--- src/rtl/load_unit_if.sv ---
// Request, data-memory read and response signals of the load unit.
// The load unit itself uses the master modport; the surrounding pipeline/memory uses slave.
interface load_unit_if;
  logic        req_valid;
  logic        req_ready;
  logic [31:0] req_addr;
  logic [2:0]  req_funct3;
  logic [4:0]  req_rd;
  logic [31:0] mem_addr;
  logic        mem_rd_en;
  logic [7:0]  mem_rd_data;
  logic        resp_valid;
  logic        resp_ready;
  logic [31:0] resp_data;
  logic [4:0]  resp_rd;
  logic        resp_error;

  modport master (
    input  req_valid, req_addr, req_funct3, req_rd, mem_rd_data, resp_ready,
    output req_ready, mem_addr, mem_rd_en, resp_valid, resp_data, resp_rd, resp_error
  );

  modport slave (
    output req_valid, req_addr, req_funct3, req_rd, mem_rd_data, resp_ready,
    input  req_ready, mem_addr, mem_rd_en, resp_valid, resp_data, resp_rd, resp_error
  );
endinterface

--- src/rtl/load_unit.sv ---
// Byte-serial load engine: reads 1/2/4 bytes from an 8-bit memory, assembles them
// little-endian, extends per load type and returns the word over valid/ready.
module load_unit #(
  parameter int MEM_DEPTH = 1024
) (
  input  logic clk,
  input  logic reset,
  load_unit_if.master bus
);

  typedef enum logic [1:0] {IDLE, READ, DONE} state_t;

  state_t      r_state;
  logic [2:0]  r_funct3;
  logic [4:0]  r_rd;
  logic [1:0]  r_idx;
  logic [1:0]  r_last;
  logic [31:0] r_asm;
  logic        r_req_ready;
  logic [31:0] r_mem_addr;
  logic        r_mem_rd_en;
  logic        r_resp_valid;
  logic [31:0] r_resp_data;
  logic        r_resp_error;

  logic [1:0]  w_last_idx;
  logic        w_legal;
  logic        w_misaligned;
  logic [32:0] w_end_addr;
  logic        w_out_of_range;
  logic        w_err;
  logic [31:0] w_merged;
  logic [31:0] w_ext;

  always_comb begin
    w_last_idx = 2'd3;
    case (bus.req_funct3[1:0])
      2'b00:   w_last_idx = 2'd0;
      2'b01:   w_last_idx = 2'd1;
      default: w_last_idx = 2'd3;
    endcase
  end

  assign w_legal = bus.req_funct3 inside {3'b000, 3'b001, 3'b010, 3'b100, 3'b101};
  assign w_misaligned = ((bus.req_funct3[1:0] == 2'b01) && bus.req_addr[0]) ||
                        ((bus.req_funct3[1:0] == 2'b10) && (bus.req_addr[1:0] != 2'b00));
  // 33-bit end address so that a request near 0xFFFF_FFFF cannot wrap into range.
  assign w_end_addr     = {1'b0, bus.req_addr} + {31'd0, w_last_idx};
  assign w_out_of_range = w_end_addr > 33'(MEM_DEPTH - 1);
  assign w_err          = !w_legal || w_misaligned || w_out_of_range;

  // Assembly register with the incoming byte dropped into lane r_idx.
  generate
    for (genvar gi = 0; gi < 4; gi++) begin : g_lane
      assign w_merged[8*gi +: 8] = (r_idx == 2'(gi)) ? bus.mem_rd_data : r_asm[8*gi +: 8];
    end
  endgenerate

  always_comb begin
    w_ext = w_merged;
    case (r_funct3)
      3'b000:  w_ext = {{24{w_merged[7]}}, w_merged[7:0]};
      3'b001:  w_ext = {{16{w_merged[15]}}, w_merged[15:0]};
      3'b100:  w_ext = {24'd0, w_merged[7:0]};
      3'b101:  w_ext = {16'd0, w_merged[15:0]};
      default: w_ext = w_merged;
    endcase
  end

  always_ff @(posedge clk) begin
    if (reset) begin
      r_state      <= IDLE;
      r_funct3     <= 3'd0;
      r_rd         <= 5'd0;
      r_idx        <= 2'd0;
      r_last       <= 2'd0;
      r_asm        <= 32'd0;
      r_req_ready  <= 1'b1;
      r_mem_addr   <= 32'd0;
      r_mem_rd_en  <= 1'b0;
      r_resp_valid <= 1'b0;
      r_resp_data  <= 32'd0;
      r_resp_error <= 1'b0;
    end else begin
      case (r_state)
        IDLE: begin
          if (bus.req_valid) begin
            r_funct3    <= bus.req_funct3;
            r_rd        <= bus.req_rd;
            r_idx       <= 2'd0;
            r_last      <= w_last_idx;
            r_asm       <= 32'd0;
            r_req_ready <= 1'b0;
            if (w_err) begin
              r_state      <= DONE;
              r_resp_valid <= 1'b1;
              r_resp_error <= 1'b1;
              r_resp_data  <= 32'd0;
            end else begin
              r_state     <= READ;
              r_mem_rd_en <= 1'b1;
              r_mem_addr  <= bus.req_addr;
            end
          end
        end
        READ: begin
          r_asm <= w_merged;
          if (r_idx == r_last) begin
            r_state      <= DONE;
            r_mem_rd_en  <= 1'b0;
            r_mem_addr   <= 32'd0;
            r_resp_valid <= 1'b1;
            r_resp_error <= 1'b0;
            r_resp_data  <= w_ext;
          end else begin
            r_idx      <= r_idx + 2'd1;
            r_mem_addr <= r_mem_addr + 32'd1;
          end
        end
        DONE: begin
          if (bus.resp_ready) begin
            r_state      <= IDLE;
            r_resp_valid <= 1'b0;
            r_req_ready  <= 1'b1;
          end
        end
        default: begin
          r_state     <= IDLE;
          r_req_ready <= 1'b1;
        end
      endcase
    end
  end

  assign bus.req_ready  = r_req_ready;
  assign bus.mem_addr   = r_mem_addr;
  assign bus.mem_rd_en  = r_mem_rd_en;
  assign bus.resp_valid = r_resp_valid;
  assign bus.resp_data  = r_resp_data;
  assign bus.resp_rd    = r_rd;
  assign bus.resp_error = r_resp_error;

endmodule

--- src/flat_wrapper.sv ---
// flat-port wrapper written by rule: the top's interface ports become plain ports
module load_unit_flat 
#(
  parameter int MEM_DEPTH = 1024
)
  (clk, reset, bus_req_valid, bus_req_addr, bus_req_funct3, bus_req_rd, bus_mem_rd_data, bus_resp_ready, bus_req_ready, bus_mem_addr, bus_mem_rd_en, bus_resp_valid, bus_resp_data, bus_resp_rd, bus_resp_error);
  load_unit_if bus_i ();
  input  logic clk;
  input  logic reset;
  input wire logic [$bits(bus_i.req_valid)-1:0] bus_req_valid;
  input wire logic [$bits(bus_i.req_addr)-1:0] bus_req_addr;
  input wire logic [$bits(bus_i.req_funct3)-1:0] bus_req_funct3;
  input wire logic [$bits(bus_i.req_rd)-1:0] bus_req_rd;
  input wire logic [$bits(bus_i.mem_rd_data)-1:0] bus_mem_rd_data;
  input wire logic [$bits(bus_i.resp_ready)-1:0] bus_resp_ready;
  output wire logic [$bits(bus_i.req_ready)-1:0] bus_req_ready;
  output wire logic [$bits(bus_i.mem_addr)-1:0] bus_mem_addr;
  output wire logic [$bits(bus_i.mem_rd_en)-1:0] bus_mem_rd_en;
  output wire logic [$bits(bus_i.resp_valid)-1:0] bus_resp_valid;
  output wire logic [$bits(bus_i.resp_data)-1:0] bus_resp_data;
  output wire logic [$bits(bus_i.resp_rd)-1:0] bus_resp_rd;
  output wire logic [$bits(bus_i.resp_error)-1:0] bus_resp_error;
  assign bus_i.req_valid = bus_req_valid;
  assign bus_i.req_addr = bus_req_addr;
  assign bus_i.req_funct3 = bus_req_funct3;
  assign bus_i.req_rd = bus_req_rd;
  assign bus_i.mem_rd_data = bus_mem_rd_data;
  assign bus_i.resp_ready = bus_resp_ready;
  assign bus_req_ready = bus_i.req_ready;
  assign bus_mem_addr = bus_i.mem_addr;
  assign bus_mem_rd_en = bus_i.mem_rd_en;
  assign bus_resp_valid = bus_i.resp_valid;
  assign bus_resp_data = bus_i.resp_data;
  assign bus_resp_rd = bus_i.resp_rd;
  assign bus_resp_error = bus_i.resp_error;
  load_unit #(.MEM_DEPTH(MEM_DEPTH)) u_core (.clk(clk), .reset(reset), .bus(bus_i));
endmodule
--- config.mk ---
export PLATFORM = sky130hd
export DESIGN_NAME = load_unit_flat
export DESIGN_NICKNAME = d
export VERILOG_FILES = /design/src/rtl/load_unit_if.sv /design/src/rtl/load_unit.sv /design/src/flat_wrapper.sv
export SDC_FILE = /design/constraint.sdc
export NUM_CORES = 1
export LEC_CHECK = 0
export CORE_UTILIZATION = 52
export DETAILED_ROUTE_END_ITERATION = 10
export HOLD_SLACK_MARGIN = 0.06
export PLACE_DENSITY = 0.89
export SLEW_MARGIN = 15
export SYNTH_ARGS = -nofsm -noshare
export SYNTH_HDL_FRONTEND = slang
export SYNTH_SLANG_ARGS = --single-unit
--- constraint.sdc ---
create_clock -name clk -period 4.5 [get_ports clk]
set_input_delay 1.35 -clock clk [delete_from_list [all_inputs] [get_ports clk]]
set_output_delay 1.35 -clock clk [all_outputs]
set_load 0.005 [all_outputs]
==> flow_summary.toml, run 1 <==
[timing]
fin_crit_ns = 4.275
fmax_mhz = 233.9
setup_viol = 0
slew_violations = 0
rsz0062_at_grt = "no"
hold_viol = 0
skew_ns = 0.01005
fin_crit_sh = 0.9501
tightest_slew_ns = 1.089
maxSlewHeadroom = 0.2682
setup_ws_ns = 0.2247

[critical_path]
crit_end = "u_core.bus.resp_data[8]"
endpoint_kind = "flip-flop"
r2r-start = "u_core.bus.mem_addr[2]"
cp-startpoint = "bus_req_funct3[1]"
rr_worst_depth = 6
worstPathRequired_ns = 4.80
cp.arrival_ns = 4.58
critical_path_class = "in2reg"
start_kind = "input port"
crit_fanout = 20
r2r_slack_ns = 1.48
rr_endpoint = "u_core.bus.mem_addr[31]"

[cells_and_area]
seqCellArea_mm2 = 0.002282
multiInputGateArea_mm2 = 0.003552
fill_cells = 826
fin_util = 0.7210
nets = 931
final_common_cell = "clkdlybuf4s50_1"
syn_to_final_growth_pct = 35.00
diodes = 0
mostFrequentLayoutCells = "clkdlybuf4s50_1, dfxtp_1, nor2_1, nand2_1, a21oi_1"
layout-drive-gt1-share = 0.1165

[clock_tree]
cts.htree.levels = 4
cts_root_buffer = "clkbuf_16"
cts_tree = "yes"
clock_latency_ns = 0.41
cts_sinks = 114
postCtsSetupBuffers = 0
numCtsBuffers = 17
clock_path_buffers = 2
clk_pin_slew_ns = 0.05

[power_and_ir_drop]
power.density_mw_per_mm2 = 319.1
cellLeakagePower_uw = 0.002837
vdd_drop_max_mv = 0.2746

[placed_design]
port_buffers = 124
hpwl_mm = 11.85
place_congestion = 0.9106
post-place-ws_ns = -0.3006

[yosys]
ys_ff_latch = 114
yosysTopAreaCellShare = 0.3742
async_flop_share = 0
yosys_warnings = 0
syn_avg_cell_area_um2 = 8.241
synthTopCellsByArea = "dfxtp_1, a21oi_1, mux2i_1, nor2_1, nand2_1"
synth_edf_count = 0
netlist-cell-type-count = 67
synth_area_mm2 = 0.006098
synthesis.nets = 800
synth_cells = 740
dominantRegCellSynth = "dfxtp_1"
synth_top_cell_by_area = "dfxtp_1"
ys_seq_area_frac = 0.3742

[floorplanning]
die_h_um = 110.3
ios = 125
coreArea_mm2 = 0.01142
rows = 39
floorplan.initialDensity = 0.5341
dieArea_mm2 = 0.01217
die_w_um = 110.3

[detailed_routing]
wl_per_cell_um = 17.46
drt-initial-drc-count = 769
dr.pass1.iters = 9
vias_per_cell = 6.245
ant_nets = 0
drc = 2
via_count = 6414
drt-total-wl_mm = 17.93

[run]
cap_violations = 0

[grt]
grt_pass1_wl_mm = 27.97
grt_pass1_vias = 5742
grt_max_degree = 75
gr-usage-all-layers = 0.2984
antenna_found_initial = 0
grt-ovfl-total = 0

[outcome]
outcome = "complete, but fails checks"
violations = "DRC"

[worst_hold_path]
hold_path.class = "reg2reg"
-- cells by family (layout without fill, tap and decap cells) --
group / count (synthesis) / after routing / synth area share
adders and majority gates: 8 / 8 / 0.01764
and+or+nand+nor: 288 / 288 / 0.2306
muxes: 39 / 39 / 0.06504
DFF: 114 / 114 / 0.3742
buffers and inverters: 68 / 212 / 0.04719
AOI/OAI and AO/OA: 214 / 214 / 0.2524
xor gates and xnor gates: 9 / 9 / 0.01292
-- layer usage --
layer | GRT usage | wire length (um)
met3 | 0.05585 | 1439
met5 | 0 | 0
met2 | 0.5098 | 8711
met1 | 0.3610 | 7340
met4 | 0.1400 | 442
-- state kept, by name, indices dropped and copies added, names as in the netlist, 2 cells and up --
signal	cells
u_core.r_last	2
u_core.r_idx	2
u_core.r_state	2
u_core.r_asm	32
u_core.r_funct3	3
u_core.bus.mem_addr	32
u_core.bus.resp_data	32
u_core.bus.resp_rd	5
-- repair_timing --
| action | in CTS | in global routing |
|---|---|---|
| gates resized for setup | 0 | 4 |
| hold buffers | 0 | 0 |
| endpoints found under the setup margin | 0 | 47 |
-- stage by stage --
step	instance area [um2]	hold WS, ns	TNS [ns]	cells	total power (uW)
2_1_floorplan	6098	0.4462	0	740	1198
3_3_place_gp	7634	0.4428	-6.518	995	1351
3_5_place_dp	7634	0.4508	-12.61	995	1355
4_1_cts	8212	0.4585	0	1027	2627
5_1_grt	8233	0.4730	0	1027	2707
6_report	8233	0.4572	0	1027	2627
-- where the power goes --
group / total (uW) / leakage (uW) / switching, uW / internal [uW]
clock: 1280 / 0.000278 / 454 / 829
sequential: 1060 / 0.000923 / 28.7 / 1030
combinational: 285 / 0.00164 / 149 / 136
total: 2630 / 0.00284 / 632 / 2000
-- how the worst min path moves through the flow --
stage	to	start	slack (ns)	cells past startpoint
5_1_grt	u_core.bus.resp_rd[1]	u_core.bus.resp_rd[1]	0.47	2
3_3_place_gp	u_core.bus.resp_rd[2]	u_core.bus.resp_rd[2]	0.44	2
4_1_cts	u_core.bus.resp_rd[1]	u_core.bus.resp_rd[1]	0.46	2
2_1_floorplan	u_core.r_asm[7]	u_core.r_asm[7]	0.45	2
6_report	u_core.bus.resp_rd[1]	u_core.bus.resp_rd[1]	0.46	2
3_5_place_dp	u_core.bus.resp_rd[1]	u_core.bus.resp_rd[1]	0.45	2
-- worst max-delay path: stages --
cell	delay (ns)
clkdlybuf4s50_1	0.48
or2_2	0.13
ha_1	0.18
fa_2	0.26
inv_1	0.06
nor4_2	0.33
mux2_2	0.38
a31oi_2	0.17
nor4_1	0.07
buf_4	0.14
a31o_1	0.23
a21o_1	0.23
buf_12	0.14
buf_12	0.14
a221oi_1	0.29
-- Yosys cell counts (8+ instances only) --
| cell type | number |
|---|---|
| nand2_1 | 74 |
| o21ai_0 | 10 |
| mux2i_1 | 34 |
| a311oi_1 | 16 |
| a31oi_1 | 11 |
| nor2_1 | 89 |
| a221oi_1 | 8 |
| nand4_1 | 8 |
| a211oi_1 | 9 |
| nor4_1 | 12 |
| nor3_1 | 22 |
| nand3_1 | 35 |
| a21oi_1 | 70 |
| inv_1 | 18 |
| a22oi_1 | 27 |
| a32o_1 | 14 |
| and3_1 | 9 |
| clkbuf_1 | 37 |
| dfxtp_1 | 114 |
-- cell type report --
type | count | area share
inverters | 18 | 0.008207
clock buffers | 24 | 0.06094
well taps | 143 | 0.02173
repair buffers | 162 | 0.1912
multi-input cells | 558 | 0.4315
flip-flops and latches | 114 | 0.2772
clock inverters | 8 | 0.009271
Note: power is estimated with default switching activity, not from simulation.
==> inputs of run 2 (changes only) <==
--- a/config.mk
+++ b/config.mk
@@ -9,6 +9,7 @@
 export DETAILED_ROUTE_END_ITERATION = 10
 export HOLD_SLACK_MARGIN = 0.06
 export PLACE_DENSITY = 0.89
+export SETUP_SLACK_MARGIN = 0.3
 export SLEW_MARGIN = 15
 export SYNTH_ARGS = -nofsm -noshare
 export SYNTH_HDL_FRONTEND = slang
==> run 2 against run 1 <==
The run still ends with DRC left. Clock skew up 0.0027 ns. Global-route usage up 0.49 points. Critical path depth down 5. Maximum frequency up 4.4%. Utilization up 2.0 points. Worst hold slack about the same. Combinational power up 7.7%. Final area up 2.8%. Cell count up 0.68%. Clock power about the same. Sequential share of layout area down 0.76 points. Total power up 1.0%. Critical path type unchanged. Largest cell class unchanged. Largest power group unchanged. Highest routed layer unchanged.
==> flow_summary.toml, run 2 (synthesis results as in run 1) <==
[critical_path]
cp_num_cells = 10
critical_path_class = "in2reg"
critPathTopFamily = "simple AND/OR/NAND/NOR gates"
rr_worst_depth = 6
start_kind = "input port"
worstPathRequired_ns = 4.78
slowest_stage = "or4_4"
crit_fanout = 10
cp_num_buf_inv = 2
slowest_delay_ns = 0.57
cp.arrival_ns = 4.37
endpoint_kind = "flip-flop"
crit_chain = "clkdlybuf4s50_1, nand4_1, nor4_1, nand3_1, xnor2_1, or4_4, o31a_4, nor2_8, buf_12, a311oi_1"

[power_and_ir_drop]
p_sw_frac = 0.2444
clkPwrFrac = 0.485
power_switching_uw = 648.6
cellLeakagePower_uw = 0.002942
vdd_drop_max_mv = 0.2697
totalPowerFinal_uw = 2654
p_int_uw = 2005
power.density_mw_per_mm2 = 313.5
p_comb_frac = 0.116
seq_power_share = 0.400

[detailed_routing]
drt-total-wl_mm = 18.87
ant_nets = 0
wl_per_cell_um = 18.25
vias_per_cell = 6.428
drc = 2
drt-initial-drc-count = 822
via_count = 6647
dr.pass1.iters = 8

[cells_and_area]
mostFrequentLayoutCells = "clkdlybuf4s50_1, dfxtp_1, nor2_1, nand2_1, a21oi_1"
final_common_cell = "clkdlybuf4s50_1"
nets = 938
diodes = 0
syn_to_final_growth_pct = 38.82
fill_cells = 777
fin_util = 0.7414
layout-drive-gt1-share = 0.1448

[grt]
antenna_found_initial = 0
grt_pass1_wl_mm = 28.46
grt_pass1_vias = 5890
grt_max_degree = 75
gr-usage-all-layers = 0.3032
grt-ovfl-total = 0

[timing]
slew_violations = 0
maxSlewHeadroom = 0.2697
fin_crit_sh = 0.9098
setup_ws_ns = 0.4058
rsz0062_at_grt = "no"
skew_ns = 0.01270
holdWs_ns = 0.4572
fin_crit_ns = 4.094
setup_viol = 0
fmax_mhz = 244.3
tightest_slew_ns = 1.087
tns_ns = 0
hold_viol = 0

[worst_hold_path]
hold_path.class = "reg2reg"
worstHoldPathCells = 2

[floorplanning]
coreArea_mm2 = 0.01142
dieArea_mm2 = 0.01217
floorplan.initialDensity = 0.5341
rows = 39
die_w_um = 110.3
die_h_um = 110.3
ios = 125

[outcome]
violations = "DRC"
outcome = "complete, but fails checks"

[clock_tree]
cts_tree = "yes"
clock_path_buffers = 2
cts_sinks = 114
clock_latency_ns = 0.42
numCtsBuffers = 17
cts_root_buffer = "clkbuf_16"
cts.htree.levels = 4
clk_pin_slew_ns = 0.05
hold_buffers = 0

[placed_design]
port_buffers = 124
hpwl_mm = 11.85
post-place-ws_ns = -0.3006
place_congestion = 0.9106

[run]
cap_violations = 0
-- run 2: cell count changes in the layout (fill, tap and decap cells not counted), moves of 3 or more --
cell	before	now
a211oi_1	9	6
a211oi_2	4	7
a221oi_1	8	2
a221oi_2	1	7
buf_4	35	39
clkdlybuf4s50_1	123	119
dlymetal6s2s_1	0	4
-- run 2: final cells by class --
class / count / area, um2 / area share
Multi-Input combinational cell: 558 / 3697 / 0.4367
Sequential cell: 114 / 2282 / 0.2696
Clock inverter: 8 / 76.32 / 0.009016
Inverter: 18 / 67.56 / 0.007981
Clock buffer: 24 / 501.7 / 0.05927
Timing Repair Buffer: 169 / 1662 / 0.1963
Tap cell: 143 / 178.9 / 0.02114
-- run 2: what timing repair did --
action	in CTS	in global routing
setup endpoints to repair	55	66
pin swaps	3	13
gates cloned	0	2
resized for setup	12	24
setup buffers	2	3
-- run 2: worst reg2reg max path: cells and delay by family (launching register included) --
kind,cells,cell delay [ns]
compound gates,2,0.56
simple gates,4,1.93
flops,1,0.45
-- run 2: stage by stage --
step	std cells	area, um2
finish	1034	8466
global route	1034	8466
CTS	1029	8290
detailed placement	995	7634
global placement	995	7634
floorplan	740	6098
-- run 2: final timing paths --
kind	from	endpoint	slack (ns)
worst max-delay path	bus_req_addr[17]	u_core.bus.mem_addr[30]	0.41
worst min-delay path	u_core.bus.resp_rd[1]	u_core.bus.resp_rd[1]	0.46
worst max register to register	u_core.bus.mem_addr[2]	u_core.bus.mem_addr[31]	1.47
worst min register to register	u_core.bus.resp_rd[1]	u_core.bus.resp_rd[1]	0.46
-- run 2: power by group through the flow --
stage               clock [uW]  sequential [uW]  combinational, uW
floorplan                    0             1070                130
CTS                       1290             1060                284
global route              1340             1060                327
detailed placement           0             1080                276
global placement             0             1080                273
finish                    1290             1060                307
-- run 2: metal layers --
metal	share of wire	track usage	wire length [um]	vias to the layer above
met3	0.090	0.05820	1691	66
met2	0.49	0.5200	9192	414
met4	0.028	0.1504	529	0
li1	-	-	-	3047
met1	0.40	0.3614	7458	3120
met5	0	0	0	-
==> inputs of run 3 (changes only) <==
--- a/config.mk
+++ b/config.mk
@@ -5,6 +5,7 @@
 export SDC_FILE = /design/constraint.sdc
 export NUM_CORES = 1
 export LEC_CHECK = 0
+export CAP_MARGIN = 20
 export CORE_UTILIZATION = 52
 export DETAILED_ROUTE_END_ITERATION = 10
 export HOLD_SLACK_MARGIN = 0.06
==> results of run 3 <==
Same layout as run 2: the final DEF is identical, and so are final timing and power.
